## src/rtl/dr_pkg.sv

```systemverilog
// Shared types and constants for the DR buffer read path.
//   rd_state_t : read scheduler FSM state
//   rd_tag_t   : per-issue tag carried through the RAM latency delay line
package dr_pkg;

  localparam int unsigned DR_NUM_BANKS  = 4;
  localparam int unsigned DR_RE_PER_PRB = 12;
  localparam int unsigned DR_BANK_W     = 2;
  localparam int unsigned DR_OCC_W      = 3;
  localparam int unsigned DR_PRB_W      = 9;

  typedef enum logic [0:0] {
    RS_IDLE = 1'b0,
    RS_READ = 1'b1
  } rd_state_t;

  // One-hot bank enable plus "last word of block" marker for one read issue.
  typedef struct packed {
    logic [DR_NUM_BANKS-1:0] ren;
    logic                    last;
  } rd_tag_t;

endpackage

```

## src/rtl/dr_buffer_rd_sched_if.sv

```systemverilog
// Bus between the DR read scheduler and its environment.
//   i_wr_wlast  writer completed one block (pulse)
//   i_rready    downstream accepts a read this cycle
//   o_rd_*      bank read enable / address / bank index
//   o_dout_*    output mux select and valid, aligned to RAM latency
//   o_tx_*      RE/PRB framing of the output stream
//   o_occupancy/o_full/o_overflow  ring fill status
// master: environment side, slave: scheduler side.
interface dr_buffer_rd_sched_if #(
  parameter int unsigned RADDR_WIDTH = 11
) ();

  logic                   i_wr_wlast;
  logic                   i_rready;
  logic [3:0]             o_rd_ren;
  logic [RADDR_WIDTH-1:0] o_rd_addr;
  logic [1:0]             o_rd_bank;
  logic [3:0]             o_dout_sel;
  logic                   o_dout_vld;
  logic                   o_tx_sop;
  logic                   o_tx_eop;
  logic [8:0]             o_prb_idx;
  logic [2:0]             o_occupancy;
  logic                   o_full;
  logic                   o_overflow;

  modport master (
    output i_wr_wlast, i_rready,
    input  o_rd_ren, o_rd_addr, o_rd_bank, o_dout_sel, o_dout_vld,
           o_tx_sop, o_tx_eop, o_prb_idx, o_occupancy, o_full, o_overflow
  );

  modport slave (
    input  i_wr_wlast, i_rready,
    output o_rd_ren, o_rd_addr, o_rd_bank, o_dout_sel, o_dout_vld,
           o_tx_sop, o_tx_eop, o_prb_idx, o_occupancy, o_full, o_overflow
  );

endinterface

```

## src/rtl/dr_prb_framer.sv

```systemverilog
// RE/PRB framing of the output word stream.
//   i_clk, i_reset : clock, synchronous active-high reset
//   i_vld          : a word leaves the RAM pipeline next cycle
//   i_blk_last     : that word is the last of its block
//   o_sop/o_eop    : registered start (RE0 of PRB0) / end (last RE) flags
//   o_prb_idx      : registered PRB index of the current output word
// Inputs are one stage ahead of the output valid so all outputs are registered.
module dr_prb_framer
  import dr_pkg::*;
#(
  parameter int unsigned RE_PER_PRB = DR_RE_PER_PRB,
  parameter int unsigned NUM_PRB    = 132,
  parameter int unsigned PRB_W      = DR_PRB_W
) (
  input  logic             i_clk,
  input  logic             i_reset,
  input  logic             i_vld,
  input  logic             i_blk_last,
  output logic             o_sop,
  output logic             o_eop,
  output logic [PRB_W-1:0] o_prb_idx
);

  localparam int unsigned RE_W = (RE_PER_PRB > 1) ? $clog2(RE_PER_PRB) : 1;

  logic [RE_W-1:0]  re_q, re_d;
  logic [PRB_W-1:0] prb_q, prb_d;
  logic [PRB_W-1:0] idx_q, idx_d;
  logic             sop_q, sop_d;
  logic             eop_q, eop_d;
  logic             at_eop_c;

  // Counters describe the next word; they advance only on valid words.
  always_comb begin
    re_d     = re_q;
    prb_d    = prb_q;
    idx_d    = idx_q;
    sop_d    = 1'b0;
    eop_d    = 1'b0;
    at_eop_c = (re_q == RE_W'(RE_PER_PRB - 1));
    if (i_vld) begin
      sop_d = (re_q == '0) && (prb_q == '0);
      eop_d = at_eop_c;
      idx_d = prb_q;
      if (i_blk_last) begin
        re_d  = '0;
        prb_d = '0;
      end else if (at_eop_c) begin
        re_d  = '0;
        prb_d = (prb_q == PRB_W'(NUM_PRB - 1)) ? '0 : prb_q + PRB_W'(1);
      end else begin
        re_d = re_q + RE_W'(1);
      end
    end
  end

  always_ff @(posedge i_clk) begin
    if (i_reset) begin
      re_q  <= '0;
      prb_q <= '0;
      idx_q <= '0;
      sop_q <= 1'b0;
      eop_q <= 1'b0;
    end else begin
      re_q  <= re_d;
      prb_q <= prb_d;
      idx_q <= idx_d;
      sop_q <= sop_d;
      eop_q <= eop_d;
    end
  end

  assign o_sop     = sop_q;
  assign o_eop     = eop_q;
  assign o_prb_idx = idx_q;

endmodule

```

## src/rtl/dr_buffer_rd_sched.sv

```systemverilog
// Read scheduler for the 4-block DR ring buffer.
//   i_clk, i_reset : clock, synchronous active-high reset
//   bus (slave)    : wlast/rready in; bank enables, address, delayed select/valid,
//                    PRB framing and occupancy/full/overflow out (all registered)
// Owns read sequencing: counts full blocks, walks each block address by address
// while downstream is ready, and delays enables to the RAM latency.
module dr_buffer_rd_sched
  import dr_pkg::*;
#(
  parameter int unsigned RADDR_WIDTH  = 11,
  parameter int unsigned BLK_DEPTH    = 1584,
  parameter int unsigned NUM_BLOCKS   = 4,
  parameter int unsigned READ_LATENCY = 3,
  parameter int unsigned RE_PER_PRB   = DR_RE_PER_PRB,
  parameter int unsigned NUM_PRB      = 132
) (
  input  logic                 i_clk,
  input  logic                 i_reset,
  dr_buffer_rd_sched_if.slave  bus
);

  localparam logic [RADDR_WIDTH-1:0] LAST_ADDR = RADDR_WIDTH'(BLK_DEPTH - 1);
  localparam logic [DR_OCC_W-1:0]    OCC_MAX   = DR_OCC_W'(NUM_BLOCKS);

  rd_state_t                state_q, state_d;
  logic [RADDR_WIDTH-1:0]   ptr_q, ptr_d;
  logic [DR_BANK_W-1:0]     bank_q, bank_d;
  logic [DR_OCC_W-1:0]      occ_q, occ_d;
  logic                     full_q, full_d;
  logic                     ovf_q, ovf_d;
  logic [DR_NUM_BANKS-1:0]  ren_q, ren_d;
  logic [RADDR_WIDTH-1:0]   addr_q, addr_d;
  logic [DR_BANK_W-1:0]     rbank_q, rbank_d;
  logic                     last_q, last_d;
  logic                     vld_q;
  logic                     issue_c;
  logic                     retire_c;
  rd_tag_t                  pipe_q [READ_LATENCY];

  // Next-state: read issue, block retire, occupancy and FSM transitions.
  always_comb begin
    state_d  = state_q;
    ptr_d    = ptr_q;
    bank_d   = bank_q;
    occ_d    = occ_q;
    ovf_d    = ovf_q;
    ren_d    = '0;
    addr_d   = addr_q;
    rbank_d  = rbank_q;
    last_d   = 1'b0;
    issue_c  = 1'b0;
    retire_c = 1'b0;

    case (state_q)
      RS_IDLE: issue_c = (occ_q != '0) && bus.i_rready;
      RS_READ: issue_c = bus.i_rready;
      default: state_d = RS_IDLE;
    endcase

    if (issue_c) begin
      ren_d   = DR_NUM_BANKS'(1) << bank_q;
      addr_d  = ptr_q;
      rbank_d = bank_q;
      if (ptr_q == LAST_ADDR) begin
        retire_c = 1'b1;
        last_d   = 1'b1;
        ptr_d    = '0;
        bank_d   = bank_q + DR_BANK_W'(1);
      end else begin
        ptr_d = ptr_q + RADDR_WIDTH'(1);
      end
    end

    // Simultaneous wlast and retire cancel; a wlast with no room is lost and flagged.
    if (bus.i_wr_wlast && !retire_c) begin
      if (occ_q == OCC_MAX) ovf_d = 1'b1;
      else                  occ_d = occ_q + DR_OCC_W'(1);
    end else if (!bus.i_wr_wlast && retire_c) begin
      occ_d = occ_q - DR_OCC_W'(1);
    end
    full_d = (occ_d == OCC_MAX);

    if (issue_c) state_d = (retire_c && (occ_d == '0)) ? RS_IDLE : RS_READ;
  end

  always_ff @(posedge i_clk) begin
    if (i_reset) begin
      state_q <= RS_IDLE;
      ptr_q   <= '0;
      bank_q  <= '0;
      occ_q   <= '0;
      full_q  <= 1'b0;
      ovf_q   <= 1'b0;
      ren_q   <= '0;
      addr_q  <= '0;
      rbank_q <= '0;
      last_q  <= 1'b0;
      vld_q   <= 1'b0;
      for (int i = 0; i < int'(READ_LATENCY); i++) pipe_q[i] <= '0;
    end else begin
      state_q <= state_d;
      ptr_q   <= ptr_d;
      bank_q  <= bank_d;
      occ_q   <= occ_d;
      full_q  <= full_d;
      ovf_q   <= ovf_d;
      ren_q   <= ren_d;
      addr_q  <= addr_d;
      rbank_q <= rbank_d;
      last_q  <= last_d;
      // Enables reach the mux select after READ_LATENCY; valid one stage later.
      pipe_q[0] <= '{ren: ren_q, last: last_q};
      for (int i = 1; i < int'(READ_LATENCY); i++) pipe_q[i] <= pipe_q[i-1];
      vld_q <= |pipe_q[READ_LATENCY-1].ren;
    end
  end

  dr_prb_framer #(
    .RE_PER_PRB (RE_PER_PRB),
    .NUM_PRB    (NUM_PRB),
    .PRB_W      (DR_PRB_W)
  ) u_framer (
    .i_clk      (i_clk),
    .i_reset    (i_reset),
    .i_vld      (|pipe_q[READ_LATENCY-1].ren),
    .i_blk_last (pipe_q[READ_LATENCY-1].last),
    .o_sop      (bus.o_tx_sop),
    .o_eop      (bus.o_tx_eop),
    .o_prb_idx  (bus.o_prb_idx)
  );

  assign bus.o_rd_ren    = ren_q;
  assign bus.o_rd_addr   = addr_q;
  assign bus.o_rd_bank   = rbank_q;
  assign bus.o_dout_sel  = pipe_q[READ_LATENCY-1].ren;
  assign bus.o_dout_vld  = vld_q;
  assign bus.o_occupancy = occ_q;
  assign bus.o_full      = full_q;
  assign bus.o_overflow  = ovf_q;

endmodule

```

## src/flat_wrapper.sv

```systemverilog
// flat-port wrapper written by rule: the top's interface ports become plain ports
module dr_buffer_rd_sched_flat import dr_pkg::*;
#(
  parameter int unsigned RADDR_WIDTH  = 11,
  parameter int unsigned BLK_DEPTH    = 1584,
  parameter int unsigned NUM_BLOCKS   = 4,
  parameter int unsigned READ_LATENCY = 3,
  parameter int unsigned RE_PER_PRB   = DR_RE_PER_PRB,
  parameter int unsigned NUM_PRB      = 132
)
  (i_clk, i_reset, bus_i_wr_wlast, bus_i_rready, bus_o_rd_ren, bus_o_rd_addr, bus_o_rd_bank, bus_o_dout_sel, bus_o_dout_vld, bus_o_tx_sop, bus_o_tx_eop, bus_o_prb_idx, bus_o_occupancy, bus_o_full, bus_o_overflow);
  dr_buffer_rd_sched_if #(.RADDR_WIDTH(RADDR_WIDTH)) bus_i ();
  input  logic i_clk;
  input  logic i_reset;
  input wire logic [$bits(bus_i.i_wr_wlast)-1:0] bus_i_wr_wlast;
  input wire logic [$bits(bus_i.i_rready)-1:0] bus_i_rready;
  output wire logic [$bits(bus_i.o_rd_ren)-1:0] bus_o_rd_ren;
  output wire logic [$bits(bus_i.o_rd_addr)-1:0] bus_o_rd_addr;
  output wire logic [$bits(bus_i.o_rd_bank)-1:0] bus_o_rd_bank;
  output wire logic [$bits(bus_i.o_dout_sel)-1:0] bus_o_dout_sel;
  output wire logic [$bits(bus_i.o_dout_vld)-1:0] bus_o_dout_vld;
  output wire logic [$bits(bus_i.o_tx_sop)-1:0] bus_o_tx_sop;
  output wire logic [$bits(bus_i.o_tx_eop)-1:0] bus_o_tx_eop;
  output wire logic [$bits(bus_i.o_prb_idx)-1:0] bus_o_prb_idx;
  output wire logic [$bits(bus_i.o_occupancy)-1:0] bus_o_occupancy;
  output wire logic [$bits(bus_i.o_full)-1:0] bus_o_full;
  output wire logic [$bits(bus_i.o_overflow)-1:0] bus_o_overflow;
  assign bus_i.i_wr_wlast = bus_i_wr_wlast;
  assign bus_i.i_rready = bus_i_rready;
  assign bus_o_rd_ren = bus_i.o_rd_ren;
  assign bus_o_rd_addr = bus_i.o_rd_addr;
  assign bus_o_rd_bank = bus_i.o_rd_bank;
  assign bus_o_dout_sel = bus_i.o_dout_sel;
  assign bus_o_dout_vld = bus_i.o_dout_vld;
  assign bus_o_tx_sop = bus_i.o_tx_sop;
  assign bus_o_tx_eop = bus_i.o_tx_eop;
  assign bus_o_prb_idx = bus_i.o_prb_idx;
  assign bus_o_occupancy = bus_i.o_occupancy;
  assign bus_o_full = bus_i.o_full;
  assign bus_o_overflow = bus_i.o_overflow;
  dr_buffer_rd_sched #(.RADDR_WIDTH(RADDR_WIDTH), .BLK_DEPTH(BLK_DEPTH), .NUM_BLOCKS(NUM_BLOCKS), .READ_LATENCY(READ_LATENCY), .RE_PER_PRB(RE_PER_PRB), .NUM_PRB(NUM_PRB)) u_core (.i_clk(i_clk), .i_reset(i_reset), .bus(bus_i));
endmodule
```

## config.mk

```make
export PLATFORM = sky130hd
export DESIGN_NAME = dr_buffer_rd_sched_flat
export DESIGN_NICKNAME = d
export VERILOG_FILES = /design/src/rtl/dr_pkg.sv /design/src/rtl/dr_buffer_rd_sched_if.sv /design/src/rtl/dr_prb_framer.sv /design/src/rtl/dr_buffer_rd_sched.sv /design/src/flat_wrapper.sv
export SDC_FILE = /design/constraint.sdc
export NUM_CORES = 1
export LEC_CHECK = 0
export CAP_MARGIN = 0
export CORE_ASPECT_RATIO = 2
export CORE_MARGIN = 2
export CORE_UTILIZATION = 49
export CTS_CLUSTER_SIZE = 28
export DETAILED_ROUTE_END_ITERATION = 6
export GPL_TIMING_DRIVEN = 0
export PLACE_DENSITY = 0.76
export SLEW_MARGIN = 20
export SYNTH_ARGS = -nofsm -noshare
export SYNTH_HDL_FRONTEND = slang
export SYNTH_HIERARCHICAL = 1
export SYNTH_SLANG_ARGS = --single-unit
```

## constraint.sdc

```tcl
create_clock -name i_clk -period 2.1 [get_ports i_clk]
set_input_delay 0.42 -clock i_clk [delete_from_list [all_inputs] [get_ports i_clk]]
set_output_delay 0.42 -clock i_clk [all_outputs]
set_load 0.02 [all_outputs]
```

* After elaboration in Yosys (flattened, before gate mapping)
Memories as Yosys holds them, arrays and structs flattened. Cells that the tools add are included.
Cells by class: add/sub/neg operators 6, equality and inequality tests 5, shift operators 1, mux-type cells 19, bitwise gates (word level) 6, reduce and logical (&&, ||, !) cells 18
Operator list (number):
- $mux 9 | 3
- $mux 5 | 3
- $add 11x1->11 const B | 1
- $eq 11x11->1 const B | 1
- $mux 11 | 1
- $add 9x1->9 const B | 1
- $eq 9x8->1 const B | 1
- $logic_not 9->1 | 1
- $mux 3 | 3
- $mux 4 | 2
- $eq 3x3->1 const B | 2
- $mux 1 | 6
- $reduce_and 2->1 | 3
- $logic_and 1x1->1 | 5
- $add 4x1->4 const B | 1
- $eq 4x4->1 const B | 1
- $logic_not 4->1 | 1
- $reduce_or 2->1 | 2
- $reduce_or 4->1 | 1
- $shl 1x2->4 const A | 1
- $add 3x1->3 const B | 1
- $logic_not 3->1 | 1
- $not 1->1 | 3
- $or 1x1->1 | 3
- 6 further kinds | 7
Word-level totals: register bits 62, RAM bits 15, input port bits 4, output and inout bits 38, logic and storage cells 72, memories kept 1
Memories:
- u_core.pipe_q | words 3, width 5, rd ports 3, clocked after memory_dff 0, wr ports 3, line dr_buffer_rd_sched.sv:38 | rd_tag_t pipe_q [READ_LATENCY];

* Depth between registers and ports, before layout
depth after elaboration 10, mapped depth 8, depth with buffers taken out 7

* By module
The synthesis kept the hierarchy.
By module, submodules not included:
- dr_buffer_rd_sched | instances 1, cells an instance 226, area an instance 2114.5 µm², sequential area each 1061.0 µm²
- dr_prb_framer | instances 1, cells an instance 124, area an instance 1179.9 µm², sequential area each 480.5 µm²

* Worst setup path before layout
No wires, ideal clock.
path kind flip-flop to flip-flop, from register u_core.occ_q[0], in the netlist u_core/bus.o_occupancy[0], to register u_core.full_q, in the netlist u_core/bus.o_full, setup time 79 ps, arrival 2080 ps, data required time 2021 ps, setup slack -59 ps, stages on the path, launching flop included 9, path buffers 1, clock period less this slack 2159 ps, cell sequence dfxtp_1 > inv_1 > ha_1 > nor3b_2 > nor4_4 > buf_6 > mux2i_1 > a21oi_1 > a211oi_2
On the way: longest elaborated chain between the ends 8, elaborated cells on any way between the ends 14, classes of those cells 2 x add/sub; 2 x eq/ne; 5 x mux; 5 x reduce/logical
RTL lines:
- start: declaration | line dr_buffer_rd_sched.sv:28 | logic [DR_OCC_W-1:0] occ_q, occ_d;
- start signal: assignment | line dr_buffer_rd_sched.sv:91 | occ_q <= '0;
- start signal: assignment | line dr_buffer_rd_sched.sv:104 | occ_q <= occ_d;
- $reduce_bool 3->1 | line dr_buffer_rd_sched.sv:55 | RS_IDLE: issue_c = (occ_q != '0) && bus.i_rready;
- $logic_and 1x1->1 | line dr_buffer_rd_sched.sv:55
- $pmux 1 s2 | line dr_buffer_rd_sched.sv:54 | case (state_q)
- $mux 1 | line dr_buffer_rd_sched.sv:60 | if (issue_c) begin
- $logic_and 1x1->1 or $logic_not 1->1 (tied branches) | line dr_buffer_rd_sched.sv:78, dr_buffer_rd_sched.sv:75
- $mux 3 or $logic_and 1x1->1 (tied branches) | line dr_buffer_rd_sched.sv:78, dr_buffer_rd_sched.sv:75
- $mux 3 (*) | line dr_buffer_rd_sched.sv:75 | if (bus.i_wr_wlast && !retire_c) begin
- $eq 3x3->1 (*) | line dr_buffer_rd_sched.sv:81 | full_d = (occ_d == OCC_MAX);
- end signal: assignment | line dr_buffer_rd_sched.sv:105 | full_q <= full_d;
- end: declaration | line dr_buffer_rd_sched.sv:29 | logic full_q, full_d;
Mark *: on every way between the ends. The rest lies on a longest branch, timed or not. A chain may end at the register's enable or synchronous reset.

* Final worst setup path
Same ends and word-level chain as after synthesis.

==> flow_results.xml <==
<?xml version="1.0" encoding="UTF-8"?>
<metrics>
  <group name="timing">
    <metric name="timing.final.crit_share" unit="">0.9355</metric>
    <metric name="clock-skew-final" unit="ns">0.009921</metric>
    <metric name="slew_headroom" unit="">0.6389</metric>
    <metric name="fin_ws" unit="ns">0.1355</metric>
    <metric name="timing.final.crit_period" unit="ns">1.965</metric>
    <metric name="achievable-frequency" unit="MHz">509.0</metric>
    <metric name="hold_violations" unit="">0</metric>
    <metric name="worst_pin_slew" unit="ns">0.5376</metric>
    <metric name="final_report_setup_violation_count" unit="">0</metric>
    <metric name="final-max-slew-violation-count" unit="">0</metric>
    <metric name="hold-worst-slack" unit="ns">0.3952</metric>
  </group>
  <group name="worst_setup_path">
    <metric name="critical_path.slowest_cell" unit="">sky130_fd_sc_hd__dfxtp_4</metric>
    <metric name="critPathKind" unit="">register to register</metric>
    <metric name="crit_path_end_kind" unit="">register</metric>
    <metric name="cp_cell_sequence" unit="">clkinvlp_4 &gt; ha_4 &gt; nor3b_4 &gt; nor4_4 &gt; buf_6 &gt; buf_4 &gt; a211oi_2 &gt; a41oi_2 &gt; a211oi_2</metric>
    <metric name="rr_endpoint" unit="">u_core/bus.o_full$_SDFF_PP0_</metric>
    <metric name="crit_family" unit="">simple AND/OR/NAND/NOR gates</metric>
    <metric name="critical_path.startpoint_type" unit="">register</metric>
    <metric name="crit_buf_inv" unit="">3</metric>
    <metric name="cpMostUsedCell" unit="">sky130_fd_sc_hd__a211oi_2</metric>
    <metric name="r2r_cells" unit="">9</metric>
    <metric name="r2r-start" unit="">u_core/bus.o_occupancy[0]$_SDFF_PP0_</metric>
    <metric name="worst_path_largest_cell_delay" unit="ns">0.40</metric>
    <metric name="cp_data_arrival_time" unit="ns">2.15</metric>
    <metric name="worstPathMaxFanout" unit="">8</metric>
    <metric name="setup.reg_to_reg.worst_slack" unit="ns">0.14</metric>
    <metric name="timing.critical_path.required" unit="ns">2.29</metric>
  </group>
  <group name="power_and_ir_drop">
    <metric name="combinational_group_share_of_total_power" unit="">0.110</metric>
    <metric name="power.density_cell_area" unit="nW/um^2">781.4</metric>
    <metric name="clockPowerShare" unit="">0.431</metric>
    <metric name="p_leak" unit="uW">0.001563</metric>
    <metric name="p_sw_frac" unit="">0.2486</metric>
    <metric name="peakVddDrop" unit="mV">0.5902</metric>
    <metric name="seqPwrFrac" unit="">0.460</metric>
    <metric name="netSwitchingPower" unit="uW">819.6</metric>
    <metric name="power.internal" unit="uW">2477</metric>
  </group>
  <group name="final_layout">
    <metric name="num-fill-cells" unit="">522</metric>
    <metric name="final_layout_size_suffix_gt1_frac" unit="">0.1683</metric>
    <metric name="synthToLayoutAreaGrowth" unit="%">28.07</metric>
    <metric name="post-route-cell-area" unit="sq um">4219</metric>
    <metric name="layout.nets" unit="">423</metric>
    <metric name="insertedDiodeCount" unit="">0</metric>
  </group>
  <group name="min_path">
    <metric name="hp-start" unit="">i_reset</metric>
    <metric name="hold_end" unit="">u_core/u_framer/re_q[1]$_SDFFE_PP0P_</metric>
    <metric name="hold_path_class" unit="">primary input to register</metric>
    <metric name="whs_path_depth" unit="">2</metric>
  </group>
  <group name="route">
    <metric name="finalWirelength" unit="mm">7.350</metric>
    <metric name="vias_per_cell" unit="">5.343</metric>
    <metric name="routed-via-count" unit="">2693</metric>
    <metric name="detail_route.drc_violations" unit="">0</metric>
    <metric name="drt-initial-drc-count" unit="">114</metric>
    <metric name="antenna_left" unit="">0</metric>
    <metric name="detail_route.first_pass.iterations" unit="">4</metric>
    <metric name="wl_per_cell" unit="um">14.58</metric>
  </group>
  <group name="clock_tree">
    <metric name="cts_buffers" unit="">9</metric>
    <metric name="cts_stage_hold_buffer_count" unit="">0</metric>
    <metric name="worst_setup_hold_path_clk_slew" unit="ns">0.06</metric>
    <metric name="ctsHtreeMaxLevel" unit="">3</metric>
    <metric name="source_to_sink_clock_delay_at_the_later_pin_of_the_worst_skew_pair" unit="ns">0.33</metric>
    <metric name="cts_num_sinks" unit="">77</metric>
    <metric name="clock_tree_from_tritoncts" unit="">done</metric>
    <metric name="ctsRootBufferMaster" unit="">sky130_fd_sc_hd__clkbuf_16</metric>
    <metric name="largest_buffer_count_on_any_clock_path" unit="">2</metric>
  </group>
  <group name="logic_synthesis">
    <metric name="post-synth-top-count-cell" unit="">sky130_fd_sc_hd__dfxtp_1</metric>
    <metric name="synth_cell_type_count" unit="">53</metric>
    <metric name="ys.flop_type" unit="">sky130_fd_sc_hd__dfxtp_1</metric>
    <metric name="share_of_synthesized_area_occupied_by_flip_flops_and_latches" unit="">0.4679</metric>
    <metric name="syn_area" unit="sq um">3294</metric>
    <metric name="postSynthNetCount" unit="">362</metric>
    <metric name="synthArstFlopShare" unit="">0</metric>
    <metric name="synthTopCellsByArea" unit="">sky130_fd_sc_hd__dfxtp_1 47%, sky130_fd_sc_hd__nand2_1 4.8%, sky130_fd_sc_hd__nor2_1 4.2%</metric>
    <metric name="yosysTopAreaCellShare" unit="">0.4679</metric>
    <metric name="synth_top_cells_by_count" unit="">77 x sky130_fd_sc_hd__dfxtp_1, 42 x sky130_fd_sc_hd__nand2_1, 37 x sky130_fd_sc_hd__nor2_1</metric>
    <metric name="synth_area_leader_cell" unit="">sky130_fd_sc_hd__dfxtp_1</metric>
    <metric name="number_of_storage_elements_in_the_synthesis_netlist" unit="">77</metric>
    <metric name="yosys_warnings" unit="">6</metric>
    <metric name="avgSynthCellArea" unit="sq um">9.413</metric>
    <metric name="number_of_instances_in_the_synthesized_netlist" unit="">350</metric>
    <metric name="edff_count_synth" unit="">0</metric>
  </group>
  <group name="global_routing">
    <metric name="number_of_antenna_violations_at_the_first_check_in_global_routing" unit="">0</metric>
    <metric name="grt_max_degree" unit="">14</metric>
    <metric name="grt_pass1_wl" unit="mm">11.76</metric>
    <metric name="groute.usage.overall" unit="">0.2128</metric>
    <metric name="grt_pass1_vias" unit="">2581</metric>
    <metric name="grt.overflow.total" unit="">0</metric>
  </group>
  <group name="placed_design">
    <metric name="place_hpwl" unit="mm">5.185</metric>
    <metric name="placement.io_buffers" unit="">40</metric>
    <metric name="pre_cts_ws" unit="ns">-0.2071</metric>
    <metric name="placement.cell_area" unit="sq um">3806</metric>
    <metric name="globalplace.congestion" unit="">0.8917</metric>
  </group>
  <group name="flow_run">
    <metric name="maxCapViolations" unit="">0</metric>
  </group>
  <group name="die">
    <metric name="pin_count" unit="">42</metric>
    <metric name="floorplan_row_count" unit="">42</metric>
    <metric name="fp.dieH" unit="um">120.0</metric>
    <metric name="floorplan.die_area" unit="sq um">7435</metric>
    <metric name="core_area" unit="sq um">6569</metric>
    <metric name="die_w" unit="um">61.98</metric>
    <metric name="start_util" unit="">0.5015</metric>
  </group>
  <group name="status">
    <metric name="outcome" unit="">completed</metric>
  </group>
</metrics>
[state kept, by name (all words and copies together), names as in the netlist]
| register | flops |
|---|---|
| u_core/u_framer/o_eop | 1 |
| u_core/bus.o_rd_bank | 2 |
| u_core/ptr_q | 11 |
| u_core/u_framer/o_prb_idx | 9 |
| u_core/bus.o_overflow | 1 |
| u_core/bus.o_occupancy | 3 |
| u_core/bus.o_full | 1 |
| u_core/u_framer/o_sop | 1 |
| u_core/pipe_q | 15 |
| u_core/u_framer/re_q | 4 |
| u_core/bus.o_dout_vld | 1 |
| u_core/state_q | 1 |
| u_core/bus.o_rd_ren | 4 |
| u_core/u_framer/prb_q | 9 |
| u_core/bus.o_rd_addr | 11 |
| u_core/last_q | 1 |
| u_core/bank_q | 2 |
[layer usage]
metal,share of wire,vias to the layer above,global-route usage
met1,0.37,1298,0.2056
met5,0,-,0
met4,0.032,0,0.1037
met3,0.033,23,0.06034
met2,0.57,60,0.3815
li1,-,1312,-
[power by group through the flow]
stage	sequential (uW)	combinational (uW)	clock, uW
finish	1520	361	1420
global route	1520	392	1510
detailed placement	1550	294	0
global placement	1550	288	0
CTS	1520	308	1450
floorplan	1560	195	0
[cells by family (layout without fill, tap and decap cells)]
kind of cell | Yosys count | after routing | synth area share
simple gates | 157 | 157 | 0.2716
buf+inv | 32 | 98 | 0.05051
flops | 77 | 77 | 0.4679
xor+xnor | 15 | 15 | 0.03988
compound gates | 48 | 48 | 0.1003
mux | 12 | 12 | 0.03646
fa+ha+maj | 9 | 9 | 0.03342
[cell usage in the layout (no fill, tap or decap), types with 3 or more instances in the layout]
cell                               n
sky130_fd_sc_hd__xnor2_1           3
sky130_fd_sc_hd__o21ai_0           5
sky130_fd_sc_hd__a211oi_2          3
sky130_fd_sc_hd__inv_1             6
sky130_fd_sc_hd__buf_2             8
sky130_fd_sc_hd__mux2i_1          12
sky130_fd_sc_hd__nor4b_1           4
sky130_fd_sc_hd__dfxtp_4           3
sky130_fd_sc_hd__nand2b_1          4
sky130_fd_sc_hd__nand2_1          42
sky130_fd_sc_hd__dfxtp_1          72
sky130_fd_sc_hd__a21oi_1          18
sky130_fd_sc_hd__nand4_1           8
sky130_fd_sc_hd__nor3_1            5
sky130_fd_sc_hd__nor2b_1          20
sky130_fd_sc_hd__clkdlybuf4s50_1  40
sky130_fd_sc_hd__clkbuf_1          7
sky130_fd_sc_hd__clkbuf_16         9
sky130_fd_sc_hd__ha_1              6
sky130_fd_sc_hd__buf_4            13
sky130_fd_sc_hd__buf_6             3
sky130_fd_sc_hd__a31oi_1           8
sky130_fd_sc_hd__clkbuf_2          4
sky130_fd_sc_hd__nand3b_1          8
sky130_fd_sc_hd__nand3_1           7
sky130_fd_sc_hd__xor2_1           12
sky130_fd_sc_hd__nor2_1           37
sky130_fd_sc_hd__and2_1            3
[worst max path at each step]
stage | startpoint | to | slack (ns) | cells after the start
finish | u_core/bus.o_occupancy[0]$_SDFF_PP0_ | u_core/bus.o_full$_SDFF_PP0_ | 0.14 | 9
global route | u_core/bus.o_occupancy[0]$_SDFF_PP0_ | u_core/bus.o_full$_SDFF_PP0_ | -0.005 | 8
CTS | u_core/ptr_q[6]$_SDFFE_PP0N_ | u_core/bus.o_full$_SDFF_PP0_ | 0.01 | 6
detailed placement | bus_i_rready | u_core/bus.o_full$_SDFF_PP0_ | -0.21 | 7
global placement | bus_i_rready | u_core/bus.o_full$_SDFF_PP0_ | -0.23 | 7
floorplan | u_core/bus.o_occupancy[1]$_SDFF_PP0_ | u_core/bus.o_full$_SDFF_PP0_ | 0.03 | 8
[layout make-up]
cell class                 count  area [sq um]  share of cell area
sequential                    77          1555              0.3686
timing repair buffer          50         473.0              0.1121
tap                           88         110.1             0.02610
clock buffer                  11         242.7             0.05753
inverter                       8         33.78            0.008007
multi-input combinational    241          1628              0.3858
clock inverter                 5         35.03            0.008304
buffer                        24         141.4             0.03351
[metrics by stage]
stage | std cells | total power [uW] | utilization | setup TNS (ns)
5_1_grt | 504 | 3427 | 0.6423 | -0.004795
6_report | 504 | 3297 | 0.6423 | 0
4_1_cts | 496 | 3274 | 0.6272 | 0
3_5_place_dp | 478 | 1843 | 0.5794 | -3.422
2_1_floorplan | 350 | 1751 | - | 0
3_3_place_gp | 478 | 1835 | 0.5794 | -2.842
[repair_timing]
| item | 4_1_cts | 5_1_grt |
|---|---|---|
| setup endpoints to repair | 32 | 23 |
| setup buffers | 1 | 8 |
| resized for setup | 12 | 8 |
| gates cloned | 1 | 0 |
| pin swaps | 1 | 4 |
No activity file was read; power rests on OpenSTA's default activity.
